==> src/rtl/menu_value_scheduler_pkg.sv <==
// Shared definitions for the menu value scheduler.
//   BCD_DIGITS / BCD_W : width of one published BCD field (3 digits, 12 bits)
//   DEFAULT_MAX_VAL    : largest displayable value; larger values saturate
//   state_t            : scheduler FSM states
//   add3               : digit correction step of the shift-add-3 algorithm
package menu_pkg;

  localparam int BCD_DIGITS      = 3;
  localparam int BCD_W           = 12;
  localparam int DEFAULT_MAX_VAL = 999;

  typedef enum logic [2:0] {
    IDLE  = 3'd0,
    LOAD  = 3'd1,
    SHIFT = 3'd2,
    STORE = 3'd3,
    NEXT  = 3'd4,
    DONE  = 3'd5
  } state_t;

  // A digit of 5 or more would overflow past 9 when doubled, so bias it by 3.
  function automatic logic [3:0] add3(input logic [3:0] d);
    return (d >= 4'd5) ? d + 4'd3 : d;
  endfunction

endpackage

==> src/rtl/menu_value_scheduler_if.sv <==
// Bus between the menu value scheduler and its surroundings.
//   newframe   : frame strobe, level of any length; only its rising edge counts
//   values_in  : packed field values, field i at [i*VAL_W +: VAL_W]
//   field_en   : per-field conversion enable
//   bcd_out    : packed BCD, field i at [i*12 +: 12] ({hundreds, tens, units})
//   overflow   : field saturated in its last conversion
//   busy       : a conversion pass is in progress
//   frame_done : one-cycle pulse in the final cycle of each pass
// Protocol: there is no valid/ready pair. A rising edge of newframe requests
// a pass; values_in/field_en are only sampled on the cycle the pass starts
// (or at DONE for a queued pass). busy covers the whole pass, frame_done marks
// its last cycle, and bcd_out/overflow are always whole, stable values.
interface menu_value_scheduler_if #(
  parameter int N_FIELDS = 4,
  parameter int VAL_W    = 10
);

  logic                               newframe;
  logic [N_FIELDS*VAL_W-1:0]          values_in;
  logic [N_FIELDS-1:0]                field_en;
  logic [N_FIELDS*menu_pkg::BCD_W-1:0] bcd_out;
  logic [N_FIELDS-1:0]                overflow;
  logic                               busy;
  logic                               frame_done;

  modport master (
    output newframe, values_in, field_en,
    input  bcd_out, overflow, busy, frame_done
  );

  modport slave (
    input  newframe, values_in, field_en,
    output bcd_out, overflow, busy, frame_done
  );

endinterface

==> src/rtl/menu_value_scheduler_bin2bcd_iter.sv <==
// Iterative binary-to-BCD engine (shift-add-3), four internal digits.
//   clk, rst_n : clock, asynchronous active-low reset
//   load       : capture bin_in and clear the BCD accumulator
//   shift      : one correction+shift step, MSB of the binary value enters
//   bin_in     : value to convert
//   bcd        : accumulator, valid after VAL_W shift steps
module bin2bcd_iter
  import menu_pkg::*;
#(
  parameter int VAL_W = 10
) (
  input  logic             clk,
  input  logic             rst_n,
  input  logic             load,
  input  logic             shift,
  input  logic [VAL_W-1:0] bin_in,
  output logic [15:0]      bcd
);

  logic [VAL_W-1:0] bin_r;
  logic [15:0]      adj;

  always_comb begin
    adj = '0;
    for (int d = 0; d < 4; d++) begin
      adj[d*4 +: 4] = add3(bcd[d*4 +: 4]);
    end
  end

  always_ff @(posedge clk or negedge rst_n) begin
    if (!rst_n) begin
      bin_r <= '0;
      bcd   <= '0;
    end else if (load) begin
      bin_r <= bin_in;
      bcd   <= '0;
    end else if (shift) begin
      bcd   <= {adj[14:0], bin_r[VAL_W-1]};
      bin_r <= bin_r << 1;
    end
  end

endmodule

==> src/rtl/menu_value_scheduler.sv <==
// Per-frame scheduler that time-shares one binary-to-BCD engine across all
// menu value fields and publishes stable per-field BCD registers.
//   clk, rst_n : clock, asynchronous active-low reset
//   bus        : slave side of menu_value_scheduler_if (see that file)
//   dbg_state  : current FSM state, for observation only
module menu_value_scheduler
  import menu_pkg::*;
#(
  parameter int N_FIELDS = 4,
  parameter int VAL_W    = 10,
  parameter int MAX_VAL  = DEFAULT_MAX_VAL
) (
  input  logic                   clk,
  input  logic                   rst_n,
  menu_value_scheduler_if.slave  bus,
  output state_t                 dbg_state
);

  localparam int IDX_W = (N_FIELDS > 1) ? $clog2(N_FIELDS) : 1;
  localparam int CNT_W = $clog2(VAL_W + 1);
  localparam logic [IDX_W-1:0] LAST_IDX = IDX_W'(N_FIELDS - 1);

  state_t                    state;
  logic                      newframe_q;
  logic                      pending;
  logic [IDX_W-1:0]          idx;
  logic [CNT_W-1:0]          cnt;
  logic                      ovf_tmp;
  logic [N_FIELDS*VAL_W-1:0] snap_vals;
  logic [N_FIELDS-1:0]       snap_en;

  logic                      start;
  logic [VAL_W-1:0]          cur_val;
  logic                      cur_ovf;
  logic [VAL_W-1:0]          eng_in;
  logic                      eng_load;
  logic                      eng_shift;
  logic [15:0]               eng_bcd;
  logic                      unused_eng_hi;

  assign start     = bus.newframe & ~newframe_q;
  assign cur_val   = snap_vals[idx*VAL_W +: VAL_W];
  assign cur_ovf   = 32'(cur_val) > MAX_VAL;
  assign eng_in    = cur_ovf ? VAL_W'(MAX_VAL) : cur_val;
  assign eng_load  = (state == LOAD) && snap_en[idx];
  assign eng_shift = (state == SHIFT);
  assign dbg_state = state;

  // Saturation keeps the value at or below 999, so the thousands digit is
  // always zero and only the low three digits are published.
  assign unused_eng_hi = ^eng_bcd[15:12];

  bin2bcd_iter #(.VAL_W(VAL_W)) u_engine (
    .clk    (clk),
    .rst_n  (rst_n),
    .load   (eng_load),
    .shift  (eng_shift),
    .bin_in (eng_in),
    .bcd    (eng_bcd)
  );

  always_ff @(posedge clk or negedge rst_n) begin
    if (!rst_n) begin
      state          <= IDLE;
      newframe_q     <= 1'b0;
      pending        <= 1'b0;
      idx            <= '0;
      cnt            <= '0;
      ovf_tmp        <= 1'b0;
      snap_vals      <= '0;
      snap_en        <= '0;
      bus.bcd_out    <= '0;
      bus.overflow   <= '0;
      bus.busy       <= 1'b0;
      bus.frame_done <= 1'b0;
    end else begin
      newframe_q     <= bus.newframe;
      bus.frame_done <= 1'b0;
      // Any start outside IDLE queues one more pass; repeats collapse.
      // DONE consumes the request itself below, overriding this set.
      if (start && state != IDLE) pending <= 1'b1;

      case (state)
        IDLE: begin
          if (start) begin
            snap_vals <= bus.values_in;
            snap_en   <= bus.field_en;
            idx       <= '0;
            bus.busy  <= 1'b1;
            state     <= LOAD;
          end
        end
        LOAD: begin
          if (snap_en[idx]) begin
            ovf_tmp <= cur_ovf;
            cnt     <= '0;
            state   <= SHIFT;
          end else begin
            state   <= NEXT;
          end
        end
        SHIFT: begin
          cnt <= cnt + 1'b1;
          if (cnt == CNT_W'(VAL_W - 1)) state <= STORE;
        end
        STORE: begin
          bus.bcd_out[idx*BCD_W +: BCD_W] <= eng_bcd[BCD_W-1:0];
          bus.overflow[idx]               <= ovf_tmp;
          state                           <= NEXT;
        end
        NEXT: begin
          if (idx == LAST_IDX) begin
            bus.frame_done <= 1'b1;
            state          <= DONE;
          end else begin
            idx   <= idx + 1'b1;
            state <= LOAD;
          end
        end
        DONE: begin
          idx <= '0;
          // A start arriving in this very cycle is served back-to-back too.
          if (pending || start) begin
            snap_vals <= bus.values_in;
            snap_en   <= bus.field_en;
            pending   <= 1'b0;
            state     <= LOAD;
          end else begin
            bus.busy <= 1'b0;
            state    <= IDLE;
          end
        end
        default: state <= IDLE;
      endcase
    end
  end

endmodule

==> src/flat_wrapper.sv <==
// flat-port wrapper written by rule: the top's interface ports become plain ports
module menu_value_scheduler_flat import menu_pkg::*;
#(
  parameter int N_FIELDS = 4,
  parameter int VAL_W    = 10,
  parameter int MAX_VAL  = DEFAULT_MAX_VAL
)
  (clk, rst_n, dbg_state, bus_newframe, bus_values_in, bus_field_en, bus_bcd_out, bus_overflow, bus_busy, bus_frame_done);
  menu_value_scheduler_if #(.N_FIELDS(N_FIELDS), .VAL_W(VAL_W)) bus_i ();
  input  logic clk;
  input  logic rst_n;
  output state_t dbg_state;
  input wire logic [$bits(bus_i.newframe)-1:0] bus_newframe;
  input wire logic [$bits(bus_i.values_in)-1:0] bus_values_in;
  input wire logic [$bits(bus_i.field_en)-1:0] bus_field_en;
  output wire logic [$bits(bus_i.bcd_out)-1:0] bus_bcd_out;
  output wire logic [$bits(bus_i.overflow)-1:0] bus_overflow;
  output wire logic [$bits(bus_i.busy)-1:0] bus_busy;
  output wire logic [$bits(bus_i.frame_done)-1:0] bus_frame_done;
  assign bus_i.newframe = bus_newframe;
  assign bus_i.values_in = bus_values_in;
  assign bus_i.field_en = bus_field_en;
  assign bus_bcd_out = bus_i.bcd_out;
  assign bus_overflow = bus_i.overflow;
  assign bus_busy = bus_i.busy;
  assign bus_frame_done = bus_i.frame_done;
  menu_value_scheduler #(.N_FIELDS(N_FIELDS), .VAL_W(VAL_W), .MAX_VAL(MAX_VAL)) u_core (.clk(clk), .rst_n(rst_n), .bus(bus_i), .dbg_state(dbg_state));
endmodule
==> config.mk <==
export PLATFORM = sky130hd
export DESIGN_NAME = menu_value_scheduler_flat
export DESIGN_NICKNAME = d
export VERILOG_FILES = /design/src/rtl/menu_value_scheduler_pkg.sv /design/src/rtl/menu_value_scheduler_if.sv /design/src/rtl/menu_value_scheduler_bin2bcd_iter.sv /design/src/rtl/menu_value_scheduler.sv /design/src/flat_wrapper.sv
export SDC_FILE = /design/constraint.sdc
export NUM_CORES = 1
export LEC_CHECK = 0
export BUFFER_PORTS_ARGS = -buffer_cell sky130_fd_sc_hd__buf_2
export CORE_MARGIN = 2
export CORE_UTILIZATION = 35
export DETAILED_ROUTE_END_ITERATION = 6
export GPL_TIMING_DRIVEN = 0
export PLACE_DENSITY = 0.61
export SLEW_MARGIN = 5
export SYNTH_ARGS = -nofsm -noshare
export SYNTH_HDL_FRONTEND = slang
export SYNTH_SLANG_ARGS = --single-unit
==> constraint.sdc <==
create_clock -name clk -period 2.64 [get_ports clk]
set_input_delay 0.264 -clock clk [delete_from_list [all_inputs] [get_ports clk]]
set_output_delay 0.264 -clock clk [all_outputs]
set_load 0.01 [all_outputs]
==> flow_results.org, run 1 <==
** Global route
- Wire length of the first global-routing pass :: 24,900 µm
- Total global routing overflow :: 0
- The number of antenna violations at the first check in global routing came to 0.
- Entering global routing, the biggest net connects 71 pins.
- For this run, the total global-route usage over all layers was measured as 0.176.
- Vias in the first global route :: 4,784

** Timing
- Worst Hold Slack :: 0.0498 ns
- Relative slew slack :: 0.590
- Number of max-slew violations in the final report :: 0
- Worst Skew :: 0.00769 ns
- Maximum clock rate :: 409 MHz
- The final-report hold violation count was 0.
- In the post-route analysis, the smallest setup slack over all paths is 0.196 ns.
- Transition at the pin with the smallest max-transition slack :: 0.614 ns
- Minimum clock period :: 2.44 ns
- Portion of the clock cycle consumed by the worst path in the final layout :: 0.926
- # setup viols final :: 0
- Setup repair after global routing left no endpoint under its margin.

** Die
- Area of the core :: 17,200 µm²
- The die is 137 µm tall.
- In this run the core area contains 48 standard-cell rows.
- The floorplan step set the die width to 137 µm.
- Pin placement for this block handled 104 I/O pins.
- The floorplan step defined a die boundary enclosing 18,700 µm².
- The initial utilization of the core area, before any placement, comes to 0.357.

** Placed design
- Cell Count Post-Placement :: 862
- Post-place setup slack :: -0.159 ns
- Total half-perimeter wirelength after legalization and detailed placement :: 10,900 µm
- Routability-driven placement finished with a final weighted congestion of 0.800.
- The count of buffers added on input and output ports is 103.

** Synth
- Of the post-synthesis cell area, the dominant cell type holds 0.537.
- Count of synthesis-stage warnings from yosys :: 0
- Mean cell area of the mapped netlist :: 11.5 µm²
- Post-synth top area cell :: sky130_fd_sc_hd__dfrtp_1
- Synthesis instantiated 52 different standard cells from the library.
- Part of the Yosys area used for sequential elements :: 0.537
- In the synthesized netlist, the number of instances is 533.
- Share of synthesized registers carrying an async set or reset :: 1.00
- When the netlist entered floorplanning its net count stood at 596.
- Post-synth EDFFs :: 0
- In this run, synthesis produced a sequential element count of 132.
- Yosys instantiated no cell more often than sky130_fd_sc_hd__dfrtp_1.
- Biggest area contributors in the synthesized netlist :: sky130_fd_sc_hd__dfrtp_1 54%, sky130_fd_sc_hd__mux2_2 7.7%, sky130_fd_sc_hd__nand2_1 4.5%
- Top cells by instance count after synthesis :: 132 x sky130_fd_sc_hd__dfrtp_1, 74 x sky130_fd_sc_hd__nand2_1, 42 x sky130_fd_sc_hd__mux2_2
- Post-Syn Area :: 6150 µm²
- Main synth FF type :: sky130_fd_sc_hd__dfrtp_1

** Worst setup path
- For the worst setup path, the data required time is 2.95 ns.
- Start of the worst register-to-register path :: u_core.idx[0]
- Among cell families on the critical path, the largest total delay comes from buffers and inverters.
- Critical Path Sink Type :: flip-flop
- WP buf/inv :: 3
- Tracing the worst setup path back leads to its startpoint at u_core.idx[0].
- The slowest stage of the critical path is the sky130_fd_sc_hd__dfrtp_2 cell.
- Critical Path, Cell by Cell :: buf_4 > inv_1 > ha_2 > clkbuf_2 > nor3_1 > a22o_1 > a22o_1
- On the worst path, the slowest cell contributes a delay of 0.48 ns.
- Of all nets on the critical path, the largest fanout is 10.
- Among the stages of the critical path, the cell type that occurs most often is sky130_fd_sc_hd__a22o_1.
- STA classifies the critical path startpoint as a flip-flop.
- Class of the most critical setup path :: flip-flop to flip-flop
- STA puts the critical path data arrival time at 2.76 ns.

** Layout
- Post-layout instance count excluding filler cells :: 895
- Final cell utilization of the core :: 0.442
- The number of antenna diodes in the final layout is 0.
- Area grow syn2layout :: 23.9%
- In the final layout, the share of cells above drive strength 1 is 0.345.
- Post-layout net count :: 720

** CTS
- Master cell of the clock root buffer :: sky130_fd_sc_hd__clkbuf_16
- Clock input transition at the sequential cells of the worst setup and hold paths :: 0.06 ns
- The clock reaches the later pin of the worst-skew pair after 0.43 ns.
- H-Tree Level Count :: 4
- Clock tree from TritonCTS :: done
- For this design, the sink count on the clock tree is 132.
- Post-CTS setup buffers :: 0
- Buffers inserted during clock tree synthesis total 17.
- The longest clock path from root to sink contains 2 buffers.

** Status
- Run status :: finished, final reports clean

** Detailed routing
- Vias per cell :: 5.16
- Summing over every cut layer, the via total after detailed routing is 4,618.
- Number of detailed-routing iterations run before antenna repair :: 5
- For this block, the initial DRC count from the detailed router was 245.
- Routed wirelength normalized by instance count :: 17.2 µm
- In the routed design, unresolved DRC markers number 0.
- After detailed routing, the total wire length is 15,400 µm.
- Remaining antenna violation count :: 0

** Pwr
- Pwr dens :: 1060 nW/µm²
- Across the VDD grid, the largest voltage drop is 0.000551 V.
- For this design the static power due to leakage is 3.56 nW.

** Hold path
- Path type of the worst min-delay path :: input port to flip-flop
- Hold_sp :: bus_values_in[37]

** Run
- # Max-Cap Violations :: 0
-- power breakdown --
part	switching, mW	total [mW]	internal [mW]
clock	0.854	2.33	1.48
sequential	0.429	3.06	2.63
combinational	1.47	2.70	1.23
total	2.75	8.09	5.34
-- cells by family (layout without fill, tap and decap cells) --
family,after synthesis,in the layout,share of synthesized area
adder cells (fa/ha/maj),16,16,0.0325
AO/OA/AOI/OAI,120,120,0.131
multiplexers,64,64,0.136
flip-flops,132,132,0.537
AND/OR/NAND/NOR,149,149,0.117
XOR/XNOR,4,4,0.00570
buffers and inverters,48,185,0.0405
-- flip-flops by register name, indices dropped and copies added (netlist names), 2 cells and up --
| name | count |
|---|---|
| u_core.u_engine.bcd | 12 |
| u_core.u_engine.bin_r | 10 |
| u_core.dbg_state | 3 |
| u_core.snap_vals | 40 |
| u_core.snap_en | 4 |
| u_core.bus.overflow | 4 |
| u_core.idx | 2 |
| u_core.cnt | 4 |
| u_core.bus.bcd_out | 48 |
-- metal layers --
layer / wire length [µm] / track usage
met1: 6530 / 0.215
met2: 7730 / 0.299
met3: 855 / 0.0430
met4: 277 / 0.0689
met5: 0 / 0
-- cell usage in the layout (no fill, tap or decap), types with 5 or more instances in the layout --
cell type | netlist | layout
sky130_fd_sc_hd__a21oi_1 | 27 | 27
sky130_fd_sc_hd__a22o_1 | 23 | 23
sky130_fd_sc_hd__a22oi_1 | 12 | 12
sky130_fd_sc_hd__buf_2 | 13 | 114
sky130_fd_sc_hd__buf_6 | 5 | 6
sky130_fd_sc_hd__clkbuf_1 | 14 | 14
sky130_fd_sc_hd__clkbuf_16 | 0 | 17
sky130_fd_sc_hd__clkinv_2 | 0 | 5
sky130_fd_sc_hd__dfrtp_1 | 132 | 130
sky130_fd_sc_hd__ha_1 | 16 | 13
sky130_fd_sc_hd__inv_1 | 12 | 12
sky130_fd_sc_hd__mux2_1 | 7 | 7
sky130_fd_sc_hd__mux2_2 | 42 | 42
sky130_fd_sc_hd__mux4_2 | 11 | 11
sky130_fd_sc_hd__nand2_1 | 74 | 74
sky130_fd_sc_hd__nand2b_1 | 11 | 10
sky130_fd_sc_hd__nand3_1 | 9 | 9
sky130_fd_sc_hd__nor2_1 | 24 | 22
sky130_fd_sc_hd__o21ai_0 | 26 | 26
sky130_fd_sc_hd__o31ai_1 | 15 | 15
-- final timing paths --
check	endpoint	slack (ns)	depth (start not counted)
max	u_core.bus.bcd_out[14]	0.20	7
min	u_core.snap_vals[37]	0.05	2
max reg2reg	u_core.bus.bcd_out[14]	0.20	7
min reg2reg	u_core.bus.bcd_out[2]	0.47	2
max in group asynchronous	u_core.snap_vals[29]	1.51	3
min in group asynchronous	u_core.bus.bcd_out[18]	0.39	2
-- through the flow --
stage | setup TNS [ns] | power [mW] | cell area (µm²)
2_1_floorplan | 0 | 4.93 | 6150
3_3_place_gp | -45.22 | 5.62 | 6950
3_5_place_dp | -1.54 | 5.75 | 6980
4_1_cts | 0 | 8.13 | 7600
5_1_grt | 0 | 8.61 | 7620
6_report | 0 | 8.09 | 7620
-- cell type report --
class / count / area, µm²
multi-input cells: 353 / 2630
repair buffers: 106 / 569
plain buffers: 35 / 204
clock buffers: 23 / 488
inverters: 12 / 45.0
well taps: 225 / 282
flip-flops and latches: 132 / 3310
fillers: 1587 / 9620
clock inverters: 9 / 101
-- what timing repair did --
action | CTS | global route
endpoints found under the setup margin | 29 | 29
hold endpoints to repair | 63 | 0
hold buffers | 2 | 0
gates resized for setup | 5 | 8
-- worst reg2reg max path: cells and delay by family, from the launching register on --
family | cells | cell delay [ns]
buffers and inverters | 3 | 0.78
AO/OA/AOI/OAI | 2 | 0.50
AND/OR/NAND/NOR | 1 | 0.11
flip-flops | 1 | 0.48
adder cells (fa/ha/maj) | 1 | 0.46
(Power assumes the default switching activity.)
==> inputs of run 2 (changes only) <==
BUFFER_PORTS_ARGS = -buffer_cell sky130_fd_sc_hd__buf_4   (was -buffer_cell sky130_fd_sc_hd__buf_2)
SYNTH_HIERARCHICAL = 1   (was default)
==> run 2 against run 1 <==
  * Area after synthesis rose by 5.4%
  * Global-route usage fell by 0.26 points
  * Largest power group unchanged
  * Core utilization rose by 1.1 points
  * The run now ends with design-rule violations left
  * Hold slack improved by 0.011 ns
  * Synthesized cell count rose by 6.9%
  * Critical path depth rose by 1
  * Sequential share of layout area fell by 3.0 points
  * First-iteration DRC count rose by 34%
  * Register-to-register slack got worse by 0.04 ns
  * Via count rose by 8.2%
  * Final cell count rose by 4.9%
  * Sequential cell count did not move
==> flow_results.org, run 2 <==
** CTS
- H-Tree Level Count :: 4
- CTS Buf Count :: 17
- Buffer depth of the longest clock path :: 2
- Clock tree synthesis selected as its root buffer the cell sky130_fd_sc_hd__clkbuf_16.
- After clock tree synthesis, the clock-pin slew on the worst setup and hold paths is 0.07 ns.
- Clock latency at the later pin of the worst-skew pair :: 0.43 ns
- TritonCTS built the clock tree.
- Sinks on the clock net :: 132

** Timing
- Dividing the final minimum period by the clock period gives 0.942.
- Minimum clock period :: 2.49 ns
- Setup repair after global routing left no endpoint under its margin.
- For the final routed database, the setup TNS stands at 0 ns.
- Based on the critical path, the design can be clocked at up to 402 MHz.
- Transition at the pin with the smallest max-transition slack :: 0.554 ns
- Relative slew slack :: 0.629
- Worst Skew :: 0.0129 ns
- Number of max-slew violations in the final report :: 0
- In the post-route analysis, the smallest setup slack over all paths is 0.154 ns.
- The final-report hold violation count was 0.
- # setup viols final :: 0

** Layout
- Commonest cells after routing, fill and taps aside :: 130 x sky130_fd_sc_hd__dfrtp_1, 105 x sky130_fd_sc_hd__buf_4, 69 x sky130_fd_sc_hd__nand2_1
- Excluding fillers, the count of instances in the completed layout stands at 939.
- Layout cell share with drive strength beyond 1 :: 0.341
- For this run, the post-layout net count is 760.
- Final cell utilization of the core :: 0.453
- Flip-flop count of the largest register after layout :: 48
- Antenna diode count :: 0
- Most common cell after layout, fill and taps aside :: sky130_fd_sc_hd__dfrtp_1
- Largest registers :: u_core/bus.bcd_out: 48 flops, u_core/snap_vals: 40 flops, u_core/u_engine/bcd: 12 flops
- Compared with the post-synthesis result, the final layout area differs by 26.4%.
- u_core/bus.bcd_out holds more flip-flops than any other register.

** Detailed routing
- Using the TritonRoute via totals, the vias-per-cell ratio works out to 5.32.
- In this run the remaining antenna-violating nets after routing total 0.
- Number of detailed-routing iterations run before antenna repair :: 7
- DRC violations left :: 10
- Final routed wirelength across all metal layers :: 16,300 µm
- Routed wirelength normalized by instance count :: 17.4 µm
- Routed via count :: 4,995
- For this block, the initial DRC count from the detailed router was 329.

** Worst setup path
- Critical Path Sink Type :: flip-flop
- Critical path peak fanout :: 10
- Critical path data arrival time :: 2.83 ns
- Nature of the critical path startpoint :: flip-flop
- Depth of the worst register-to-register path :: 8
- STA puts the critical path data required time at 2.98 ns.
- The worst register-to-register path begins at u_core/idx[0].
- Endpoint of the worst-slack reg-to-reg timing path :: u_core/bus.bcd_out[29]
- The setup check on the worst reg-to-reg path leaves a slack of 0.15 ns.
- Class of the most critical setup path :: flip-flop to flip-flop

** Die
- Boundary pin count :: 104
- The core region is 18,100 µm².
- Number of placement rows :: 49
- Initial cell density of the core :: 0.359
- Die Y :: 140 µm
- The die covers 19,600 µm².
- Die Width :: 140 µm

** Placed design
- Timing analysis after detailed placement gives a worst setup slack of -0.326 ns.
- Total half-perimeter wirelength after legalization and detailed placement :: 11,900 µm
- The number of placed instances, taps included, is 903.
- Input and output buffers added on the ports amount to 103.
- Routability-driven placement finished with a final weighted congestion of 0.871.

** Hold path
- In this run the most critical hold path is launched from bus_values_in[2].
- Endpoint of the worst hold-timing path :: u_core/snap_vals[2]
- The worst hold path belongs to the class input port to flip-flop.
- Worst Hold Depth :: 2

** Pwr
- Post-route total power :: 8.19 mW
- Clock Power Share :: 0.264
- Power spread over the standard cell area amounts to 999 nW/µm².
- The internal portion of the total power is 5.28 mW.
- For this design the static power due to leakage is 3.60 nW.
- Portion of total power attributed to combinational logic :: 0.365
- The worst-case IR drop observed on VDD is 0.000535 V.
- For this design the total switching power over the nets is 2.91 mW.
- Of the total power, the share spent switching nets is 0.356.
- Of the total power, registers draw 0.371.

** Global route
- Initial antenna violation count :: 0
- Overall Global Routing Usage :: 0.173
- Total global routing overflow :: 0
- Maximum number of pins on one net before global-route repair :: 79
- The first global-routing pass estimated 26,800 µm of wire.
- Vias in the first global route :: 5,082

** Synth
- Synthesized net count :: 633
- Number of cells produced by synthesis :: 570
- Post-Syn Area :: 6480 µm²
- The average instance in the mapped netlist occupies 11.4 µm².
- Yosys printed 6 warnings.

** Run
- The tool flagged a number of max-cap violations equal to 0.

** Status
- The checks that failed: design-rule violations.
- Run status :: complete, but fails checks
-- run 2: power by group through the flow --
stage / Clock, mW / Sequential (mW) / Combinational [mW]
floorplan: 0 / 2.94 / 2.15
global placement: 0 / 3.03 / 2.84
detailed placement: 0 / 3.07 / 2.91
CTS: 2.22 / 3.04 / 2.97
global route: 2.32 / 3.13 / 3.28
finish: 2.16 / 3.04 / 2.99
-- run 2: repair_timing --
| action | 4_1_cts | 5_1_grt |
|---|---|---|
| pin swaps | 0 | 0 |
| setup buffers | 0 | 2 |
| endpoints found under the setup margin | 25 | 36 |
| resized for setup | 8 | 6 |
| hold endpoints to repair | 55 | 0 |
| hold buffers | 2 | 0 |
-- run 2: worst max-delay path by stage --
stage / startpoint / to / slack, ns
after floorplan: u_core/idx[0] / u_core/bus.bcd_out[24] / 0.42
after global placement: u_core/idx[0] / u_core/bus.bcd_out[31] / -0.27
after detailed placement: u_core/idx[0] / u_core/bus.bcd_out[26] / -0.33
after CTS: u_core/idx[0] / u_core/bus.bcd_out[35] / 0.005
after global routing: u_core/idx[0] / u_core/bus.bcd_out[44] / 0.01
final: u_core/idx[0] / u_core/bus.bcd_out[29] / 0.15
-- run 2: layer usage --
metal | share of wire | GRT usage | wire (µm) | vias up
met4 | 0.015 | 0.0590 | 238 | 0
met5 | 0 | 0 | 0 | -
li1 | - | - | - | 2324
met3 | 0.059 | 0.0485 | 965 | 24
met1 | 0.44 | 0.221 | 7180 | 2481
met2 | 0.49 | 0.285 | 7950 | 166
-- run 2: through the flow --
| stage | hold slack [ns] | area (µm²) |
|---|---|---|
| finish | 0.0610 | 8200 |
| global route | 0.0465 | 8200 |
| CTS | 0.0406 | 8170 |
| detailed placement | 0.260 | 7580 |
| global placement | 0.392 | 7540 |
| floorplan | -0.0316 | 6480 |
-- run 2: worst max-delay path, stage by stage (launching register included) --
cell and delay [ns]:
sky130_fd_sc_hd__dfrtp_2 0.43, sky130_fd_sc_hd__buf_6 0.17, sky130_fd_sc_hd__buf_6 0.20, sky130_fd_sc_hd__clkinvlp_4 0.18, sky130_fd_sc_hd__ha_1 0.22, sky130_fd_sc_hd__clkbuf_1 0.21
sky130_fd_sc_hd__nand2b_1 0.29, sky130_fd_sc_hd__or3_1 0.48, sky130_fd_sc_hd__o21ai_0 0.22
-- run 2: area by class of cell --
cell class,count,area [µm²]
multi-input cells,383,2910
clock inverters,13,104
clock buffers,19,443
flip-flops and latches,132,3310
plain buffers,36,230
well taps,229,287
inverters,19,75.1
repair buffers,108,840
fillers,1699,9890
==> inputs of run 3 (changes only) <==
CORE_UTILIZATION = 57   (was 35)
PLACE_DENSITY = 0.87   (was 0.61)
==> run 3 against run 2 <==
  * The run now ends clean
  * Power rose by 2.0%
  * Sequential cell count is the same
  * First-iteration DRC count up 46%
  * Combinational power rose by 2%
  * Register-to-register slack is essentially flat
  * Sequential share of layout area rose by 0.54 points
  * Worst setup slack got worse by 0.0034 ns
  * Non-clock buffer count shrank 1
==> flow_results.org, run 3 (synthesis gave the netlist of run 2 again) <==
** Global route
- M2 GR Usage :: 0.438
- Vias in the first global route :: 5,299
- Overall Global Routing Usage :: 0.273
- GRT Max-Usage Layer :: met2
- For this run, global-route usage on met1 was measured as 0.345.
- The first global-routing pass estimated 26,600 µm of wire.
- GR met3 Demand/Resource :: 0.0749
- Entering global routing, the biggest net connects 88 pins.
- Initial antenna violation count :: 0
- For this run the aggregate overflow at the end of global routing stands at 0.

** Detailed routing
- The final route contains 5,168 vias.
- After the first detailed-routing iteration, the DRC count stood at 480.
- Final routed wirelength across all metal layers :: 16,300 µm
- In this run the remaining antenna-violating nets after routing total 0.
- After detailed routing, the number of remaining DRC violations is 0.
- Using the TritonRoute via totals, the vias-per-cell ratio works out to 6.12.
- Number of detailed-routing iterations run before antenna repair :: 5
- After detailed routing, the average wire length per cell comes to 19.3 µm.

** Layout
- Flip-flop count of the largest register after layout :: 48
- Fill cell count :: 715
- 0 antenna diodes ended up in the layout.
- The largest registers in the layout are u_core/bus.bcd_out: 48 flops, u_core/snap_vals: 40 flops, u_core/u_engine/bcd: 12 flops.
- Leaving out fill and tap cells, the most frequent cell in the layout is sky130_fd_sc_hd__dfrtp_1.
- The net count of the finished layout is 759.
- Layout cell share with drive strength beyond 1 :: 0.333
- u_core/bus.bcd_out holds more flip-flops than any other register.
- Area grow syn2layout :: 24.7%
- After routing the design area is 8090 µm².
- Commonest cells after routing, fill and taps aside :: 130 x sky130_fd_sc_hd__dfrtp_1, 105 x sky130_fd_sc_hd__buf_4, 69 x sky130_fd_sc_hd__nand2_1

** Timing
- # setup viols final :: 0
- Portion of the clock cycle consumed by the worst path in the final layout :: 0.943
- Minimum clock period :: 2.49 ns
- The worst pin sits at a relative slew slack of 0.606.
- Number of max-slew violations in the final report :: 0
- Worst-case setup margin in the final layout :: 0.150 ns
- For the pin with the worst max-slew slack, the measured transition is 0.589 ns.
- Hold is met by 0.0710 ns.
- Final hold vios :: 0
- Based on the critical path, the design can be clocked at up to 402 MHz.
- Unrepaired setup endpoints after global routing :: false
- On the final layout, the worst clock skew is 0.00519 ns.

** Pwr
- Of the total power, combinational logic draws 0.364.
- Post-route total power :: 8.35 mW
- IR Drop Worst-Case VDD :: 0.000808 V
- In this run the power spent charging and discharging nets is 2.87 mW.
- Of the total power, the clock network draws 0.269.
- For this design the static power due to leakage is 3.60 nW.
- Of the total power, the share spent switching nets is 0.343.
- Pwr dens :: 1030 nW/µm²
- Internal power contribution :: 5.49 mW
- The share of total power dissipated in sequential elements is 0.368.

** Die
- In this run the vertical extent of the chip is 111 µm.
- Boundary pin count :: 104
- The initial utilization of the core area, before any placement, comes to 0.590.
- Die Width :: 111 µm
- Die area :: 12,200 µm²
- Area of the core :: 11,000 µm²
- The floorplan has 38 rows.

** Hold path
- In this run the worst hold path is classified as input port to flip-flop.

** CTS
- CTS Buf Count :: 17
- Clock input transition at the sequential cells of the worst setup and hold paths :: 0.05 ns
- TritonCTS built the clock tree.
- For this design, the sink count on the clock tree is 132.
- The longest clock path from root to sink contains 2 buffers.
- CTS built an H-tree with a depth of 4.
- In this run the clock root is driven by a sky130_fd_sc_hd__clkbuf_16.
- At the later pin of the worst-skew pair, clock insertion delay measures 0.42 ns.

** Worst setup path
- Worst endpoint required time :: 2.96 ns
- Critical Path Sink Type :: flip-flop
- Critical path peak fanout :: 10
- Critical path data arrival time :: 2.81 ns
- The worst setup path is launched from a flip-flop.
- The critical path is of the flip-flop to flip-flop type.

** Placed design
- Post-place setup slack :: -0.331 ns
- Total half-perimeter wirelength after legalization and detailed placement :: 11,300 µm
- I/O Buffers :: 103
- Cell Area, Placed :: 7460 µm²
- GP Congestion :: 0.877

** Status
- The run finished with clean final reports.

** Run
- # Max-Cap Violations :: 0
-- run 3: cell types whose count changed in the layout (fill, tap and decap cells not counted), sizes merged --
cell and delta:
bufinv +2, clkbuf +3, clkinv -7, clkinvlp -1
inv -2
-- run 3: final timing paths --
kind / to / slack, ns / cells after the start / startpoint
min in group asynchronous: u_core/bus.bcd_out[29] / 0.35 / 2 / rst_n
worst min register to register: u_core/bus.bcd_out[32] / 0.48 / 2 / u_core/bus.bcd_out[32]
worst max register to register: u_core/bus.bcd_out[29] / 0.15 / 9 / u_core/idx[0]
worst max-delay path: u_core/bus.bcd_out[29] / 0.15 / 9 / u_core/idx[0]
worst min-delay path: u_core/snap_vals[3] / 0.07 / 2 / bus_values_in[3]
max in group asynchronous: u_core/idx[1] / 1.52 / 3 / rst_n
-- run 3: critical path, cell delays in order (launching register included) --
cell	delay [ns]
sky130_fd_sc_hd__dfrtp_2	0.43
sky130_fd_sc_hd__buf_6	0.19
sky130_fd_sc_hd__buf_6	0.21
sky130_fd_sc_hd__clkinvlp_4	0.18
sky130_fd_sc_hd__ha_4	0.33
sky130_fd_sc_hd__buf_2	0.21
sky130_fd_sc_hd__nor2b_2	0.20
sky130_fd_sc_hd__a22oi_1	0.10
sky130_fd_sc_hd__or2_2	0.34
sky130_fd_sc_hd__o21ai_0	0.19
-- run 3: area by class of cell --
class,count,area [µm²],area share
multi-input combinational,383,2910,0.360
tap,140,175,0.0217
clock inverter,5,77.6,0.00959
timing repair buffer,108,840,0.104
sequential,132,3310,0.409
clock buffer,23,478,0.0591
inverter,19,75.1,0.00928
buffer,35,224,0.0277
-- run 3: metrics by stage --
step / utilization / cells / TNS (ns)
floorplan: - / 570 / 0
global placement: 0.677 / 813 / -1.66
detailed placement: 0.680 / 814 / -3.48
CTS: 0.734 / 843 / 0
global route: 0.736 / 845 / 0
finish: 0.736 / 845 / 0
-- run 3: power groups by stage --
stage	sequential (mW)	clock (mW)	combinational, mW
2_1_floorplan	2.94	0	2.15
3_3_place_gp	3.01	0	2.78
3_5_place_dp	3.07	0	2.91
4_1_cts	3.05	2.28	2.98
5_1_grt	3.13	2.38	3.29
6_report	3.07	2.24	3.04
-- run 3: layer usage --
metal  part of all wire  vias to the layer above
met1               0.41                     2536
li1                   -                     2317
met4              0.030                        0
met2               0.48                      273
met5                  0                        -
met3              0.079                       42
-- run 3: timing repair --
action | 4_1_cts | 5_1_grt
setup endpoints to repair | 27 | 34
hold buffers | 2 | 0
buffers inserted | 0 | 2
gates cloned | 0 | 0
gates resized for setup | 6 | 5
pin swaps | 0 | 0
endpoints found under the hold margin | 46 | 0
